### src/rtl/audio_pkg.sv
// Shared types and helpers for the audio frame buffer slice.
package audio_pkg;

    localparam int AUDIO_W = 12;
    localparam logic [AUDIO_W-1:0] SILENCE_DEF = 12'h800;

    typedef enum logic [1:0] {
        IDLE = 2'd0,
        FILL = 2'd1,
        RUN  = 2'd2
    } state_t;

    // Unsigned channel complement: (2^w - 1) - s, done at up to 32 bits.
    function automatic logic [31:0] chan_complement(input logic [31:0] s, input int w);
        logic [31:0] fs;
        fs = (w >= 32) ? 32'hFFFF_FFFF : ((32'd1 << w) - 32'd1);
        return fs - s;
    endfunction

endpackage

### src/rtl/audio_frame_buffer_if.sv
// Capture/playback side signals of the audio frame buffer.
interface audio_frame_buffer_if
    import audio_pkg::*;
#(
    parameter int DATA_W     = AUDIO_W,
    parameter int DEPTH_LOG2 = 3
);
    logic                  enable;
    logic [DATA_W-1:0]     sample_in;
    logic                  sample_valid;
    logic                  lrclk;
    logic                  clr_flags;
    logic [DATA_W-1:0]     audio_r;
    logic [DATA_W-1:0]     audio_l;
    logic [DEPTH_LOG2:0]   level;
    logic                  playing;
    logic                  overflow;
    logic                  underflow;

    modport master (
        output enable, sample_in, sample_valid, lrclk, clr_flags,
        input  audio_r, audio_l, level, playing, overflow, underflow
    );

    modport slave (
        input  enable, sample_in, sample_valid, lrclk, clr_flags,
        output audio_r, audio_l, level, playing, overflow, underflow
    );
endinterface

### src/rtl/sync_fifo.sv
// Small synchronous FIFO with a synchronous flush; push while full is
// accepted only when a pop happens in the same cycle.
module sync_fifo #(
    parameter int WIDTH      = 12,
    parameter int DEPTH_LOG2 = 3
) (
    input  logic                  clk,
    input  logic                  rst,
    input  logic                  clr,
    input  logic                  push,
    input  logic                  pop,
    input  logic [WIDTH-1:0]      wdata,
    output logic [WIDTH-1:0]      rdata,
    output logic                  full,
    output logic                  empty,
    output logic [DEPTH_LOG2:0]   level
);
    localparam int DEPTH = 2 ** DEPTH_LOG2;
    localparam logic [DEPTH_LOG2:0] DEPTH_LVL = (DEPTH_LOG2+1)'(DEPTH);

    logic [WIDTH-1:0]    mem [DEPTH];
    logic [DEPTH_LOG2:0] wr_ptr, rd_ptr;
    logic                pop_ok, push_ok;

    // Extra pointer bit keeps full (diff == DEPTH) distinct from empty.
    assign level   = wr_ptr - rd_ptr;
    assign full    = (level == DEPTH_LVL);
    assign empty   = (level == '0);
    assign pop_ok  = pop & ~empty;
    assign push_ok = push & (~full | pop_ok);
    assign rdata   = mem[rd_ptr[DEPTH_LOG2-1:0]];

    // Pointer update; flush wins over any push/pop.
    always_ff @(posedge clk or posedge rst) begin
        if (rst) begin
            wr_ptr <= '0;
            rd_ptr <= '0;
        end else if (clr) begin
            wr_ptr <= '0;
            rd_ptr <= '0;
        end else begin
            if (push_ok) wr_ptr <= wr_ptr + 1'b1;
            if (pop_ok)  rd_ptr <= rd_ptr + 1'b1;
        end
    end

    // Storage write; the head is read before this edge so full push+pop is safe.
    always_ff @(posedge clk) begin
        if (push_ok && !clr) mem[wr_ptr[DEPTH_LOG2-1:0]] <= wdata;
    end
endmodule

### src/rtl/audio_frame_buffer.sv
// Elastic sample buffer between capture and the I2S transmitter: one pop
// per LRCLK frame once PREFILL samples are queued, sticky over/underflow.
module audio_frame_buffer
    import audio_pkg::*;
#(
    parameter int                DATA_W     = AUDIO_W,
    parameter int                DEPTH_LOG2 = 3,
    parameter int                PREFILL    = 4,
    parameter logic [DATA_W-1:0] SILENCE    = SILENCE_DEF,
    parameter bit                INVERT_L   = 1'b1
) (
    input  logic                 clk,
    input  logic                 rst,
    audio_frame_buffer_if.slave  bus
);
    localparam int LVL_W = DEPTH_LOG2 + 1;
    localparam logic [LVL_W-1:0] PREFILL_LVL = LVL_W'(PREFILL);

    state_t             state_q, state_d;
    logic               lrclk_q, tick;
    logic               pop, under_evt, over_evt;
    logic               push_req, fifo_push, fifo_clr;
    logic               fifo_full, fifo_empty;
    logic [LVL_W-1:0]   fifo_level;
    logic [DATA_W-1:0]  head, head_inv;
    logic [DATA_W-1:0]  audio_r_q, audio_l_q;
    logic               overflow_q, underflow_q;

    assign tick      = lrclk_q & ~bus.lrclk;
    assign push_req  = bus.sample_valid & bus.enable & (state_q != IDLE);
    assign fifo_push = push_req & (~fifo_full | pop);
    assign over_evt  = push_req & fifo_full & ~pop;
    assign fifo_clr  = ~bus.enable | (state_q == IDLE);
    assign head_inv  = DATA_W'(chan_complement(32'(head), DATA_W));

    sync_fifo #(.WIDTH(DATA_W), .DEPTH_LOG2(DEPTH_LOG2)) u_fifo (
        .clk   (clk),
        .rst   (rst),
        .clr   (fifo_clr),
        .push  (fifo_push),
        .pop   (pop),
        .wdata (bus.sample_in),
        .rdata (head),
        .full  (fifo_full),
        .empty (fifo_empty),
        .level (fifo_level)
    );

    // Frame clock history; resets high so release never looks like a fall.
    always_ff @(posedge clk or posedge rst) begin
        if (rst) lrclk_q <= 1'b1;
        else     lrclk_q <= bus.lrclk;
    end

    // State register.
    always_ff @(posedge clk or posedge rst) begin
        if (rst) state_q <= IDLE;
        else     state_q <= state_d;
    end

    // Next state, pop and underflow decisions.
    always_comb begin
        state_d   = state_q;
        pop       = 1'b0;
        under_evt = 1'b0;
        if (!bus.enable) begin
            state_d = IDLE;
        end else begin
            case (state_q)
                IDLE: state_d = FILL;
                FILL: if (tick && fifo_level >= PREFILL_LVL) begin
                    state_d = RUN;
                    pop     = 1'b1;
                end
                RUN: if (tick) begin
                    if (fifo_empty) begin
                        under_evt = 1'b1;
                        state_d   = FILL;
                    end else begin
                        pop = 1'b1;
                    end
                end
                default: state_d = IDLE;
            endcase
        end
    end

    // Channel registers: silence when disabled, new pair on each pop.
    always_ff @(posedge clk or posedge rst) begin
        if (rst) begin
            audio_r_q <= SILENCE;
            audio_l_q <= SILENCE;
        end else if (!bus.enable) begin
            audio_r_q <= SILENCE;
            audio_l_q <= SILENCE;
        end else if (pop) begin
            audio_r_q <= head;
            audio_l_q <= INVERT_L ? head_inv : head;
        end
    end

    // Sticky flags; a new event beats a coincident clear.
    always_ff @(posedge clk or posedge rst) begin
        if (rst) begin
            overflow_q  <= 1'b0;
            underflow_q <= 1'b0;
        end else begin
            overflow_q  <= over_evt  | (overflow_q  & ~bus.clr_flags);
            underflow_q <= under_evt | (underflow_q & ~bus.clr_flags);
        end
    end

    assign bus.audio_r   = audio_r_q;
    assign bus.audio_l   = audio_l_q;
    assign bus.level     = fifo_level;
    assign bus.playing   = (state_q == RUN);
    assign bus.overflow  = overflow_q;
    assign bus.underflow = underflow_q;
endmodule

### src/flat_wrapper.sv
// flat-port wrapper written by rule: the top's interface ports become plain ports
module audio_frame_buffer_flat import audio_pkg::*;
#(
    parameter int                DATA_W     = AUDIO_W,
    parameter int                DEPTH_LOG2 = 3,
    parameter int                PREFILL    = 4,
    parameter logic [DATA_W-1:0] SILENCE    = SILENCE_DEF,
    parameter bit                INVERT_L   = 1'b1
)
  (clk, rst, bus_enable, bus_sample_in, bus_sample_valid, bus_lrclk, bus_clr_flags, bus_audio_r, bus_audio_l, bus_level, bus_playing, bus_overflow, bus_underflow);
  audio_frame_buffer_if #(.DATA_W(DATA_W), .DEPTH_LOG2(DEPTH_LOG2)) bus_i ();
  input  logic clk;
  input  logic rst;
  input wire logic [$bits(bus_i.enable)-1:0] bus_enable;
  input wire logic [$bits(bus_i.sample_in)-1:0] bus_sample_in;
  input wire logic [$bits(bus_i.sample_valid)-1:0] bus_sample_valid;
  input wire logic [$bits(bus_i.lrclk)-1:0] bus_lrclk;
  input wire logic [$bits(bus_i.clr_flags)-1:0] bus_clr_flags;
  output wire logic [$bits(bus_i.audio_r)-1:0] bus_audio_r;
  output wire logic [$bits(bus_i.audio_l)-1:0] bus_audio_l;
  output wire logic [$bits(bus_i.level)-1:0] bus_level;
  output wire logic [$bits(bus_i.playing)-1:0] bus_playing;
  output wire logic [$bits(bus_i.overflow)-1:0] bus_overflow;
  output wire logic [$bits(bus_i.underflow)-1:0] bus_underflow;
  assign bus_i.enable = bus_enable;
  assign bus_i.sample_in = bus_sample_in;
  assign bus_i.sample_valid = bus_sample_valid;
  assign bus_i.lrclk = bus_lrclk;
  assign bus_i.clr_flags = bus_clr_flags;
  assign bus_audio_r = bus_i.audio_r;
  assign bus_audio_l = bus_i.audio_l;
  assign bus_level = bus_i.level;
  assign bus_playing = bus_i.playing;
  assign bus_overflow = bus_i.overflow;
  assign bus_underflow = bus_i.underflow;
  audio_frame_buffer #(.DATA_W(DATA_W), .DEPTH_LOG2(DEPTH_LOG2), .PREFILL(PREFILL), .SILENCE(SILENCE), .INVERT_L(INVERT_L)) u_core (.clk(clk), .rst(rst), .bus(bus_i));
endmodule
### config.mk
export PLATFORM = sky130hd
export DESIGN_NAME = audio_frame_buffer_flat
export DESIGN_NICKNAME = d
export VERILOG_FILES = /design/src/rtl/audio_pkg.sv /design/src/rtl/audio_frame_buffer_if.sv /design/src/rtl/sync_fifo.sv /design/src/rtl/audio_frame_buffer.sv /design/src/flat_wrapper.sv
export SDC_FILE = /design/constraint.sdc
export NUM_CORES = 1
export LEC_CHECK = 0
export ABC_AREA = 1
export ABC_CLOCK_PERIOD_IN_PS = 3700
export CORE_UTILIZATION = 50
export CTS_BUF_LIST = sky130_fd_sc_hd__clkbuf_2
export CTS_CLUSTER_DIAMETER = 30
export DETAILED_ROUTE_END_ITERATION = 10
export PLACE_DENSITY = 0.72
export SLEW_MARGIN = 20
export SYNTH_ARGS = -nofsm -noshare
export SYNTH_HDL_FRONTEND = slang
export SYNTH_HIERARCHICAL = 1
export SYNTH_SLANG_ARGS = --single-unit
### constraint.sdc
create_clock -name clk -period 3.7 [get_ports clk]
set_input_delay 1.11 -clock clk [delete_from_list [all_inputs] [get_ports clk]]
set_output_delay 1.11 -clock clk [all_outputs]
set_load 0.02 [all_outputs]
* Yosys cells after proc, flatten, opt, wreduce, memory -nomap -nowiden
Memory sizes are Yosys's and may differ from the RTL's.
Cells that the tools add are included.
** Word-level totals
- Register bits :: 37
- Bits in writable memories :: 96
- Word-level logic and storage cells :: 75
- Memories kept :: 1
** Memories
- u_core.u_fifo.mem :: depth 8, width 12, read ports 1, clocked after Yosys merged registers in 0, write ports 1, line sync_fifo.sv:21 : logic [WIDTH-1:0] mem [DEPTH];
** Operators by class
- Add/sub/neg operators :: 4
- Magnitude comparators :: 1
- Eq/ne operators :: 7
- Multiplexer cells :: 24
- Bitwise logic cells :: 21
- Reduce and logical (&&, ||, !) cells :: 9
** Operator list (number)
- 2-to-1 mux 12 bit :: 4
- 2-to-1 mux 4 bit :: 4
- subtractor 12 bit (first input constant) :: 1
- AND 1 bit :: 10
- 2-to-1 mux 1 bit :: 10
- != test 3 x 2 -> 1 bit (second input constant) :: 3
- adder 4 x 1 -> 4 bit (second input constant) :: 2
- 2-to-1 mux 2 bit :: 4
- inverter 1 bit :: 6
- one-hot mux 2 bit (3 select lines) :: 1
- nonzero test 2 bit :: 3
- OR 1 bit :: 5
- == test 4 bit (second input constant) :: 1
- >= comparator 4 x 3 -> 1 bit (second input constant) :: 1
- logical NOT 4 bit :: 1
- subtractor 4 bit :: 1
- AND reduction 3 bit :: 1
- == test 2 x 1 -> 1 bit (second input constant) :: 1
- == test 2 bit (second input constant) :: 1
- logical AND 1 bit :: 2
- logical NOT 2 bit :: 1
- != test 2 x 1 -> 1 bit (second input constant) :: 1
- one-hot mux 1 bit (2 select lines) :: 1
- logical NOT 1 bit :: 1

* Longest topological paths before layout
- Depth in word-level cells :: 12
- Mapped depth :: 21
- Mapped depth without buffers :: 20

* Modules after synthesis
The synthesis kept the hierarchy.
** By module, submodules not included
- sync_fifo :: times used 1, cells each 368, area an instance 4386.7 sq um, seq. area each 3083.0 sq um
- audio_frame_buffer :: times used 1, cells each 169, area an instance 1396.3 sq um, seq. area each 729.4 sq um

* Worst setup path after synthesis
Ideal clock, no wire load.
- Path kind :: reg2reg
- Start point :: reg u_core.u_fifo.rd_ptr[2]
- End point :: mem u_core.u_fifo.mem[0][0], enable pin
- Arrival time :: 3.375 ns
- Data required time :: 3.320 ns
- Path slack :: -0.056 ns
- Cell stages (with the launch flop) :: 18
- Period minus slack after synthesis :: 3.756 ns
- Cell sequence :: dfrtp_1 > clkbuf_1 > inv_1 > clkbuf_1 > ha_1 > a21oi_1 > nand3_1 > nand2_2 > inv_2 > nand2_2 > inv_1 > nor2_1 > nand2_1 > nand2_2 > nand3_1 > a21oi_1 > nand3_4 > nor2_1
** Between the ends
- Word-level cells in the longest chain between the ends :: 12
- Elaborated cells on any way between the ends :: 20
- Classes of those cells :: 1 x add/sub; 1 x order compare; 1 x eq/ne; 7 x mux; 7 x bitwise; 3 x reduce/logical
** Ends and longest elaborated chain
- from (decl) :: line sync_fifo.sv:22 : logic [DEPTH_LOG2:0] wr_ptr, rd_ptr;
- from (signal assigned) :: line sync_fifo.sv:43 : if (pop_ok) rd_ptr <= rd_ptr + 1'b1;
- subtractor 4 bit :: line sync_fifo.sv:26 : assign level = wr_ptr - rd_ptr;
- via bus_level[3] :: line flat_wrapper.sv:21 : output wire logic [$bits(bus_i.level)-1:0] bus_level;
- logical NOT 4 bit :: line sync_fifo.sv:28 : assign empty = (level == '0);
- via u_core.fifo_empty :: line audio_frame_buffer.sv:23 : logic fifo_full, fifo_empty;
- 2-to-1 mux 1 bit :: line audio_frame_buffer.sv:76 : if (fifo_empty) begin
- 2-to-1 mux 1 bit :: line audio_frame_buffer.sv:75 : RUN: if (tick) begin
- one-hot mux 1 bit (2 select lines) :: line audio_frame_buffer.sv:69 : case (state_q)
- 2-to-1 mux 1 bit :: line audio_frame_buffer.sv:66 : if (!bus.enable) begin
- OR 1 bit :: line audio_frame_buffer.sv:31 : assign fifo_push = push_req & (~fifo_full | pop);
- AND 1 bit :: line audio_frame_buffer.sv:31
- via u_core.fifo_push :: line audio_frame_buffer.sv:22 : logic push_req, fifo_push, fifo_clr;
- AND 1 bit :: line sync_fifo.sv:30 : assign push_ok = push & (~full | pop_ok);
- logical AND 1 bit :: line sync_fifo.sv:49 : if (push_ok && !clr) mem[wr_ptr[DEPTH_LOG2-1:0]] <= wdata;
- 2-to-1 mux 1 bit :: line sync_fifo.sv:49
- 2-to-1 mux 1 bit (implied by the code) :: line sync_fifo.sv:49
- to (decl) :: line sync_fifo.sv:21
The timed path passes the listed nets, and every way through them passes these cells.

* Worst setup path after layout
- Start point :: reg u_core.u_fifo.wr_ptr[0]
- End point :: out bus_level[2]
** Between the ends
- Word-level cells in the longest chain between the ends :: 1
** Ends and longest elaborated chain
- from (decl) :: line sync_fifo.sv:22
- from (signal assigned) :: line sync_fifo.sv:42 : if (push_ok) wr_ptr <= wr_ptr + 1'b1;
- subtractor 4 bit :: line sync_fifo.sv:26
- to (decl) :: line flat_wrapper.sv:21
Every way passes these cells.

==> impl_metrics.toml <==
[synthesis]
async_flop_share_pct = 27.8
synthDominantCellAreaShare_pct = 49.8
synth_top_cells_by_count = "nand2_1, edfxtp_1, nor2_1"
synth_flop_cell = "edfxtp_1"
yosys_warnings = 6
synth_edf_count = 96
synthCells = 537
synth_top_cell_by_area = "edfxtp_1"
ys_seq_elements = 133
synth.most_common_cell = "nand2_1"
syn_area_um2 = 5780
syn_area_per_cell_um2 = 10.8
yosysSeqAreaShare_pct = 65.9
synthDistinctLibCells = 31
netlist_top_cells_area = "edfxtp_1, dfrtp_1, nand2_1, nor2_1, o21ai_0"
synthesis.nets = 564

[floorplanning]
chipWidth_um = 110
start_util_pct = 52.4
die_y_um = 110
coreArea_um2 = 11000
die_area_um2 = 12000
ioPinCount = 49
rows = 38

[clock_network]
root_buffer = "clkbuf_2"
cts_tree = "built"
cts_buffers = 17
clkLatencyLatePin_ns = 0.67
path_clk_slew_ns = 0.20
ctsLongestPathBuffers = 2
htreeDepth = 4
clock-sinks = 133
post-cts-setup-buffer-count = 0

[grt]
grt_usage_pct = 22.2
grt_pass1_vias = 3907
grt_max_degree = 53
antenna_found_initial = 0
grt_pass1_wl_um = 19900
overflow = 0

[place]
gp_congestion = 0.800
pre_cts_ws_ns = 0.436
dpl.hpwl_um = 8180
io_buffers = 48

[worst_hold_path]
hold_start = "u_core/bus.audio_l[11]"
worstHoldPathType = "flop to flop"
min_to = "u_core/bus.audio_l[11]"
hold_depth = 2

[timing]
hold_viol = 0
setup_viol = 0
fmax_mhz = 286
final_max_slew_viol_count = 0
relSlewSlack_pct = 49.8
worst_pin_slew_ns = 0.751
fin_crit_sh_pct = 94.4
min_period_ns = 3.49
holdWs_ns = 0.506
finalWorstSetupSlack_ns = 0.208
clock_skew_ns = 0.0293
rsz0062_at_grt = "false"

[power_and_ir_drop]
power.internal_mw = 2.04
ir_drop_v = 0.000225
p_seq_share_pct = 58.9
power_switching_mw = 0.752
netSwitchingFraction_pct = 26.9
leakagePower_nw = 2.70
powerDensity_nw_per_um2 = 419
p_comb_share_pct = 10.4
clkPwrFrac_pct = 30.7
power.total_mw = 2.80

[detailed_routing]
firstDrtPassIters = 7
post-route-drc-count = 0
wl_um = 12000
ant_nets = 0
vias_per_cell = 5.54
first_iter_violations = 398
dr_total_vias = 4130
wl_per_cell_um = 16.1

[worst_setup_path]
crit_arrival_ns = 2.38
r2r-end = "u_core/u_fifo/mem[3][3]"
startpoint = "u_core/u_fifo/wr_ptr[0]"
endpoint_kind = "output pin"
start_kind = "flop"
criticalPathCategory = "flop to output pin"
r2r_start = "u_core/u_fifo/wr_ptr[0]"
crit_required_ns = 2.59
reg2reg_setup_slack_ns = 0.38
cp_max_fo = 7
worst-r2r-cell-count = 18

[finish]
seqCellArea_um2 = 3810
syn_to_final_growth_pct = 15.3
multi_input_area_um2 = 1710
nNetsFinal = 619
fillerInstances = 916
layout-drive-gt1-share_pct = 11.4
antenna_cells = 0

[run_status]
status = "finished, final reports clean"

[run]
max_cap_viol_count = 0
-- how the worst max path moves through the flow --
stage | endpoint | depth (start not counted)
3_3_place_gp | u_core/u_fifo/mem[3][11] | 18
3_5_place_dp | u_core/u_fifo/mem[3][5] | 18
2_1_floorplan | u_core/u_fifo/mem[0][0] | 17
6_report | bus_level[2] | 6
4_1_cts | bus_level[2] | 6
5_1_grt | bus_level[2] | 6
-- cell families (layout without fill, tap and decap cells) --
| group | count (synthesis) | in the layout | share of synthesized area, % |
|---|---|---|---|
| and+or+nand+nor | 251 | 251 | 19.3 |
| DFF | 133 | 133 | 65.9 |
| AOI/OAI and AO/OA | 78 | 78 | 7.31 |
| buffers and inverters | 61 | 129 | 4.46 |
| adders and majority gates | 9 | 9 | 2.08 |
| xor gates and xnor gates | 5 | 5 | 0.887 |
-- repair_timing --
item,4_1_cts,5_1_grt
setup endpoints to repair,3,1
hold buffers,0,0
resized for setup,6,1
-- power by group through the flow --
stage | registers (mW) | logic (mW) | clock network (mW)
6_report | 1.65 | 0.291 | 0.857
3_3_place_gp | 1.68 | 0.284 | 0
3_5_place_dp | 1.68 | 0.291 | 0
4_1_cts | 1.65 | 0.293 | 0.880
5_1_grt | 1.65 | 0.326 | 0.938
2_1_floorplan | 1.69 | 0.161 | 0
-- worst max-delay path, cell delays in order, from the launching register on --
cell	delay (ns)
dfrtp_2	0.49
inv_1	0.18
ha_1	0.17
inv_1	0.06
fa_1	0.41
xor2_2	0.22
clkbuf_2	0.21
-- per-stage QoR --
step                      setup TNS [ns]  cells  instance area (um2)  utilization (%)
after floorplan                    -5.34    537                 5780                -
after global placement                 0    713                 6440             58.3
after detailed placement               0    713                 6440             58.3
after CTS                              0    745                 6670             60.5
after global routing                   0    745                 6670             60.5
final                                  0    745                 6670             60.5
-- flip-flops by register name, indices dropped and copies added, names as in the netlist --
register and flops:
u_core/u_fifo/wr_ptr 4, u_core/bus.audio_l 12, u_core/u_fifo/mem 96, u_core/bus.audio_r 12
u_core/state_q 2, u_core/lrclk_q 1, u_core/bus.overflow 1, u_core/bus.underflow 1
u_core/u_fifo/rd_ptr 4
-- final cells by class --
cell class	instances	share of cell area [%]
Multi-Input combinational cell	343	25.7
Sequential cell	133	57.2
Clock buffer	17	1.28
Inverter	30	1.69
Tap cell	140	2.63
Clock inverter	15	2.29
Timing Repair Buffer	67	9.23
-- cell usage in the layout, fill, tap and decap left out, types with 3 or more instances in the layout --
master / count
o21ai_0: 51
clkdlybuf4s50_1: 45
nand2_2: 5
clkinv_4: 3
clkinv_1: 4
clkbuf_2: 18
inv_1: 27
inv_6: 4
nor2_1: 70
edfxtp_1: 96
dfrtp_1: 32
ha_1: 8
o22ai_1: 24
nand3_1: 46
nand4_1: 19
dfstp_2: 3
buf_4: 19
nand2_1: 102
xor2_1: 4
-- per-layer routing --
layer  wire length (um)  vias to the layer above  track usage, %
li1                   -                     1977               -
met1               5470                     1968            31.2
met2               5610                      174            34.8
met3                840                       11            3.97
met4                 91                        0            7.81
met5                  0                        -               0
(Power assumes the default switching activity.)
